===== config.mk =====
export PLATFORM = sky130hd
export DESIGN_NAME = rst_ce_sequencer
export DESIGN_NICKNAME = d
export VERILOG_FILES = /design/src/rtl/rst_ce_sequencer.sv
export SDC_FILE = /design/constraint.sdc
export NUM_CORES = 1
export LEC_CHECK = 0
export ABC_CLOCK_PERIOD_IN_PS = 1350
export BUFFER_PORTS_ARGS = -buffer_cell sky130_fd_sc_hd__buf_2
export CELL_PAD_IN_SITES_DETAIL_PLACEMENT = 1
export CELL_PAD_IN_SITES_GLOBAL_PLACEMENT = 2
export CORE_UTILIZATION = 30
export DETAILED_ROUTE_END_ITERATION = 10
export PLACE_DENSITY = 0.66
export SLEW_MARGIN = 0
export SYNTH_ARGS = -nofsm -noshare
export SYNTH_HDL_FRONTEND = slang
export SYNTH_SLANG_ARGS = --single-unit
export TNS_END_PERCENT = 20

===== constraint.sdc =====
create_clock -name clk -period 1.35 [get_ports clk]
set_input_delay 0.27 -clock clk [delete_from_list [all_inputs] [get_ports clk]]
set_output_delay 0.27 -clock clk [all_outputs]
set_load 0.02 [all_outputs]

===== src/rtl/rst_ce_sequencer.sv =====
// rst_ce_sequencer: hold-then-lock-qualified release of a downstream reset / clock-enable pair
module rst_ce_sequencer #(
    parameter int HOLD_CYCLES = 4,
    parameter int LOCK_FILTER = 3,
    parameter int CNT_W = 8
) (
    input  logic       clk,
    input  logic       rst,
    input  logic       lock_in,
    input  logic       sw_rst,
    output logic       rst_out,
    output logic       ce_out,
    output logic [1:0] seq_state,
    output logic [7:0] relock_cnt
);
    typedef enum logic [1:0] {HOLD = 2'b00, WAIT_LOCK = 2'b01, RUN = 2'b10} state_t;
    state_t state, nxt;
    logic [CNT_W-1:0] hold_cnt, lock_cnt;
    logic lock_ok, lost;
    assign lock_ok = lock_cnt == CNT_W'(LOCK_FILTER);
    assign lost = state == RUN && !lock_in && !sw_rst;
    assign seq_state = state;
    always_comb begin
        nxt = sw_rst ? HOLD :
              state == HOLD ? (hold_cnt == CNT_W'(HOLD_CYCLES - 1) ? WAIT_LOCK : HOLD) :
              state == WAIT_LOCK ? (lock_ok ? RUN : WAIT_LOCK) :
              (state == RUN && lock_in) ? RUN : HOLD;
    end
    // outputs are registered from nxt so they move on the same edge as the state
    always_ff @(posedge clk or posedge rst) begin
        if (rst) begin
            state      <= HOLD;
            hold_cnt   <= '0;
            lock_cnt   <= '0;
            relock_cnt <= '0;
            rst_out    <= 1'b1;
            ce_out     <= 1'b0;
        end else begin
            state      <= nxt;
            hold_cnt   <= (state == HOLD && nxt == HOLD && !sw_rst) ? hold_cnt + 1'b1 : '0;
            lock_cnt   <= !lock_in ? '0 : lock_ok ? lock_cnt : lock_cnt + 1'b1;
            if (lost && relock_cnt != 8'hFF) relock_cnt <= relock_cnt + 1'b1;
            rst_out    <= nxt != RUN;
            ce_out     <= nxt == RUN;
        end
    end
endmodule

==> impl_metrics.py, run 1 <==
metrics = {
    "detailed_routing": {
        "drtIter0Drc": 16,
        "dr_wl_met3_um": 63,
        "routed.top_layer": "met4",
        "wirelength_um": 3100,
        "drt-vias-per-instance": 4.85,
        "wl_per_cell_um": 14.3,
        "dr_total_vias": 1052,
        "ant_nets": 0,
        "dr_wl_met2_um": 1480,
        "drc_errors": 0,
        "drtPass1Iterations": 4,
        "m1WireLength_um": 1530,
    },
    "final_layout": {
        "final_nets": 175,
        "drive_above_1_share_pct": 37.7,
        "area_growth_pct": 32.3,
        "stdcell_count": 217,
        "stdcell_area_um2": 1780,
        "fill_cells": 485,
        "fin_util_pct": 43.0,
        "n_antenna_cell": 0,
    },
    "placed_design": {
        "post-place-ws_ns": -0.127,
        "place_hpwl_um": 2440,
        "portBuffers": 15,
        "dp_cells": 213,
        "gp_congestion": 0.737,
        "dpl-instance-area_um2": 1690,
    },
    "status": {
        "status": "finished with violations",
        "failed_checks": "negative setup slack",
    },
    "clock_tree": {
        "cts_setup_buffers": 0,
        "clock_latency_ns": 0.28,
        "cts.sinks": 28,
        "cts_max_level": 1,
        "numCtsBuffers": 3,
        "cts_tree": "built",
        "cts-root-buf": "clkbuf_8",
        "clock_path_buffers": 2,
        "clk_pin_slew_worst_paths_ns": 0.09,
    },
    "sta": {
        "period_needed_ns": 1.47,
        "tightest_slew_ns": 0.357,
        "period_share_pct": 109,
        "slew_headroom_pct": 76.2,
        "rsz0062_at_grt": "yes",
        "hold_violations": 0,
        "fmax_mhz": 680,
        "timing.final.ws_setup_ns": -0.121,
        "skew_ns": 0.00300,
        "slew_violations": 0,
        "setup_viol": 6,
    },
    "global_routing": {
        "grt_usage_pct": 15.1,
        "grt_remaining_overflow": 0,
        "grt_pass1_wl_um": 5110,
        "antenna_found_initial": 0,
        "grt_max_degree": 29,
        "grt_pass1_vias": 1111,
    },
    "critical_path": {
        "start_kind": "flip-flop",
        "path_class": "flip-flop to flip-flop",
        "critPathMaxFanout": 3,
        "crit_arrival_ns": 1.69,
        "rr_startpoint": "lock_cnt[5]$_DFFE_PP0P_",
        "worstSetupEndpointType": "flip-flop",
        "r2r_slack_ns": -0.12,
        "required_ns": 1.57,
        "crit_start": "lock_cnt[5]$_DFFE_PP0P_",
    },
    "pwr": {
        "leakage_uw": 0.000871,
        "p_total_uw": 1690,
        "vdd_ir_drop_max_mv": 0.489,
        "pwr_density_cell_nw_per_um2": 946,
    },
    "synth": {
        "synth.avg_cell_area_um2": 11.1,
        "yosysWarnings": 0,
        "ys_ff_latch": 28,
        "async_flop_share_pct": 100,
        "yosys-top-cells-count": "dfrtp_1, nand3_1, nor2_1",
        "muxShareOfSynthArea_pct": 5.02,
        "synth_cells": 121,
        "ys_seq_area_share_pct": 52.1,
        "yosysTopAreaCell": "dfrtp_1",
        "synth_ff_type": "dfrtp_1",
        "synthSimpleGateAreaFrac_pct": 25.7,
        "synth_nets": 128,
        "synth.top_cell.area_share_pct": 50.2,
        "synth_most_common_cell": "dfrtp_1",
        "synth_top_family_by_area": "simple AND/OR/NAND/NOR gates",
        "synth_xor_area_share_pct": 9.11,
        "ys_types": 36,
        "synth_compound_area_share_pct": 4.09,
        "syn_area_um2": 1350,
        "synth_edf_count": 0,
        "synthTopCellsByArea": "dfrtp_1, nand3_1, xnor2_1, xor2_1, nor2_1",
        "synth_adder_area_share_pct": 2.79,
    },
    "floorplan": {
        "die_x_um": 69.0,
        "die_y_um": 69.0,
        "die-area_um2": 4760,
        "io_pins": 16,
        "initial_core_util_pct": 32.5,
        "coreArea_um2": 4140,
        "row_count": 23,
    },
    "flow_run": {
        "cap_violations": 0,
    },
    "min_path": {
        "worstHoldPathType": "input port to asynchronous set/reset pin",
    },
}
[metal layers]
metal	up-vias	track usage (%)
met5	-	0
met4	0	4.59
met3	4	3.45
met2	11	24.3
met1	521	20.0
li1	516	-
[power by group]
part	switching [µW]	total, µW	internal [µW]	leakage [µW]
registers	31.0	909	878	0.000381
logic	135	254	119	0.000461
clock network	262	523	261	0.0000288
[metrics by stage]
stage               setup TNS (ns)  hold slack (ns)
floorplan                   -0.850            0.333
detailed placement          -0.589            0.373
finish                      -0.486           0.0483
CTS                         -0.627           0.0600
global placement            -0.324            0.351
global route                 -1.34           0.0997
[cell usage in the layout (no fill, tap or decap), types with 3 or more instances in the layout]
| master | netlist | final |
|---|---|---|
| xor2_1 | 6 | 6 |
| and2_1 | 6 | 6 |
| inv_1 | 3 | 3 |
| nand3_1 | 15 | 14 |
| xnor2_1 | 8 | 8 |
| mux2i_1 | 3 | 3 |
| dfrtp_1 | 27 | 26 |
| buf_2 | 0 | 15 |
| and3_1 | 4 | 4 |
| clkbuf_8 | 0 | 4 |
| buf_4 | 0 | 27 |
| nand4_1 | 3 | 3 |
| nor2_1 | 11 | 11 |
[path summary, 6_finish.rpt]
check	end	cells after the start
worst max-delay path	rst_out$_DFF_PP1_	4
worst min-delay path	hold_cnt[1]$_DFF_PP0_	3
worst max register to register	rst_out$_DFF_PP1_	4
worst min register to register	hold_cnt[0]$_DFF_PP0_	1
max in group asynchronous	rst_out$_DFF_PP1_	3
min in group clk	ce_out$_DFF_PP0_	3
[sequential cells by signal, indices dropped and copies added (netlist names)]
signal	flops
relock_cnt	8
hold_cnt	8
lock_cnt	8
rst_out	1
seq_state	2
ce_out	1
[layout make-up]
type	count	area (µm²)	share of cell area [%]
Inverter	3	11.3	0.632
Tap cell	50	62.6	3.51
Multi-Input combinational cell	89	661	37.1
Timing Repair Buffer	43	289	16.2
Clock buffer	4	55.1	3.09
Sequential cell	28	703	39.5
[cell families after synthesis]
kind of cell / Yosys count
buffers and inverters: 4
DFF: 28
AOI/OAI and AO/OA: 9
muxes: 6
adders and majority gates: 3
xor gates and xnor gates: 14
and+or+nand+nor: 57
[worst max-delay path, stage by stage (launching register included)]
cell and delay (ns):
dfrtp_1 0.41, nor4_2 0.29, nand3_2 0.13, or3b_4 0.42, a21o_1 0.17
[timing repair]
item,4_1_cts,5_1_grt
resized for setup,3,5
setup endpoints to repair,9,18
hold endpoints to repair,0,0
hold buffers,0,0
pin swaps,1,0
No activity file was read; power rests on OpenSTA's default activity.
==> run 2, diff against run 1 <==
Settings changed: RECOVER_POWER set to 25.
==> run 2 against run 1 <==
The run still ends with negative setup slack left. Register-to-register slack about the same. Design area is 0.14% lower. Power down 0.22%. Final cell count unchanged. Sequential power about the same. Sequential share of layout area up 0.055 points. Clock power about the same. Sequential cell count stayed put. Routed wire length is 0.16% higher. Largest cell class unchanged. Global-route usage is the same.
==> impl_metrics.py, run 2 (synthesis results as in run 1) <==
metrics = {
    "status": {
        "status": "finished with violations",
        "failed_checks": "negative setup slack",
    },
    "pwr": {
        "p_int_uw": 1260,
        "leakage_uw": 0.000871,
        "switching_share_pct": 25.2,
        "p_sw_uw": 424,
        "seq_power_share_pct": 54.1,
        "p_total_uw": 1680,
        "pwr_density_cell_nw_per_um2": 946,
        "vdd_ir_drop_max_mv": 0.488,
        "pwr-share-clk_pct": 30.9,
        "combPwrFrac_pct": 15.0,
    },
    "detailed_routing": {
        "wl_per_cell_um": 14.3,
        "drt-vias-per-instance": 4.85,
        "dr_total_vias": 1052,
        "drtPass1Iterations": 4,
        "ant_nets": 0,
        "drc_errors": 0,
        "wirelength_um": 3110,
        "drtIter0Drc": 16,
    },
    "critical_path": {
        "path_class": "flip-flop to flip-flop",
        "crit_start": "lock_cnt[5]$_DFFE_PP0P_",
        "rr_startpoint": "lock_cnt[5]$_DFFE_PP0P_",
        "crit_arrival_ns": 1.69,
        "start_kind": "flip-flop",
        "worstSetupEndpointType": "flip-flop",
        "path_delay_family": "simple AND/OR/NAND/NOR gates",
        "cp_slowest_cell": "or3b_4",
        "crit_chain": "nor4_2, nand3_2, or3b_4, a21o_1",
        "crit_cells": 4,
        "r2r_cells": 4,
        "crit_end": "rst_out$_DFF_PP1_",
        "slowest_delay_ns": 0.42,
        "critPathMaxFanout": 3,
        "required_ns": 1.57,
        "r2r_slack_ns": -0.12,
        "regToRegEndpoint": "rst_out$_DFF_PP1_",
        "worst-path-buf-inv": 0,
    },
    "final_layout": {
        "final_nets": 175,
        "fill_cells": 485,
        "reg_top3": "hold_cnt: 8 flops, lock_cnt: 8 flops, relock_cnt: 8 flops",
        "n_antenna_cell": 0,
        "area_growth_pct": 32.2,
        "stdcell_count": 217,
        "multiInputGateArea_um2": 661,
        "final_cell_mix": "dfrtp_1, buf_4, buf_2",
        "seq_area_um2": 703,
        "drive_above_1_share_pct": 37.7,
    },
    "floorplan": {
        "die_x_um": 69.0,
        "initial_core_util_pct": 32.5,
        "row_count": 23,
        "io_pins": 16,
        "die_y_um": 69.0,
        "coreArea_um2": 4140,
        "die-area_um2": 4760,
    },
    "sta": {
        "whs_ns": 0.175,
        "skew_ns": 0.00331,
        "rsz0062_at_grt": "yes",
        "period_share_pct": 109,
        "slew_violations": 0,
        "fin_tns_setup_ns": -0.482,
        "timing.final.ws_setup_ns": -0.121,
        "setup_viol": 6,
        "slew_headroom_pct": 53.4,
        "fmax_mhz": 680,
        "hold_violations": 0,
        "period_needed_ns": 1.47,
        "tightest_slew_ns": 0.699,
    },
    "global_routing": {
        "grt_usage_pct": 15.1,
        "grt_pass1_vias": 1111,
        "grt_max_degree": 29,
        "grt_remaining_overflow": 0,
        "antenna_found_initial": 0,
        "grt_pass1_wl_um": 5110,
    },
    "clock_tree": {
        "cts_setup_buffers": 0,
        "clock_latency_ns": 0.27,
        "cts_max_level": 1,
        "cts.sinks": 28,
        "cts-root-buf": "clkbuf_8",
        "clock_path_buffers": 2,
        "numCtsBuffers": 3,
        "clk_pin_slew_worst_paths_ns": 0.09,
        "cts_tree": "built",
        "ctsHoldBuffers": 0,
    },
    "placed_design": {
        "gp_congestion": 0.737,
        "dp_cells": 213,
        "portBuffers": 15,
        "post-place-ws_ns": -0.127,
        "place_hpwl_um": 2440,
    },
    "flow_run": {
        "cap_violations": 0,
    },
    "min_path": {
        "worstHoldPathType": "input port to asynchronous set/reset pin",
    },
}
-- run 2: worst register-to-register path: stages (launching register included) --
cell	delay, ns
dfrtp_1	0.41
nor4_2	0.29
nand3_2	0.13
or3b_4	0.42
a21o_1	0.17
-- run 2: per-stage QoR --
stage,utilization (%),cell area (µm²)
after global routing,42.9,1780
after floorplan,-,1350
final,42.9,1780
after CTS,42.4,1760
after detailed placement,40.8,1690
after global placement,40.8,1690
-- run 2: worst min-delay path by stage --
stage	from	end	slack, ns	cells after the start
2_1_floorplan	rst	ce_out$_DFF_PP0_	0.33	1
5_1_grt	rst	hold_cnt[1]$_DFF_PP0_	0.27	3
4_1_cts	rst	relock_cnt[0]$_DFFE_PP0P_	0.06	3
3_5_place_dp	rst	relock_cnt[0]$_DFFE_PP0P_	0.37	3
3_3_place_gp	rst	relock_cnt[0]$_DFFE_PP0P_	0.35	3
6_report	rst	hold_cnt[1]$_DFF_PP0_	0.17	3
-- run 2: power groups by stage --
stage | Clock [µW] | Sequential, µW | Combinational [µW]
floorplan | 0 | 944 | 110
global placement | 0 | 924 | 245
detailed placement | 0 | 928 | 250
CTS | 552 | 911 | 251
global route | 574 | 916 | 285
finish | 520 | 909 | 253
-- run 2: final cells by class --
cell class | count | share of cell area [%]
clock buffer | 4 | 3.09
timing repair buffer | 43 | 16.1
sequential | 28 | 39.5
multi-input combinational | 89 | 37.1
inverter | 3 | 0.633
tap | 50 | 3.52
-- run 2: timing repair --
item                                    CTS  global route
endpoints found under the setup margin    9            18
gates cloned                              0             0
gates resized for setup                   3             5
pin swaps                                 1             0
-- run 2: metal layers --
layer	vias up	global-route usage, %	part of all wire (%)
met2	11	24.3	47
met5	-	0	0
met1	521	20.0	49
met4	0	4.59	1.1
li1	516	-	-
met3	4	3.45	2.0
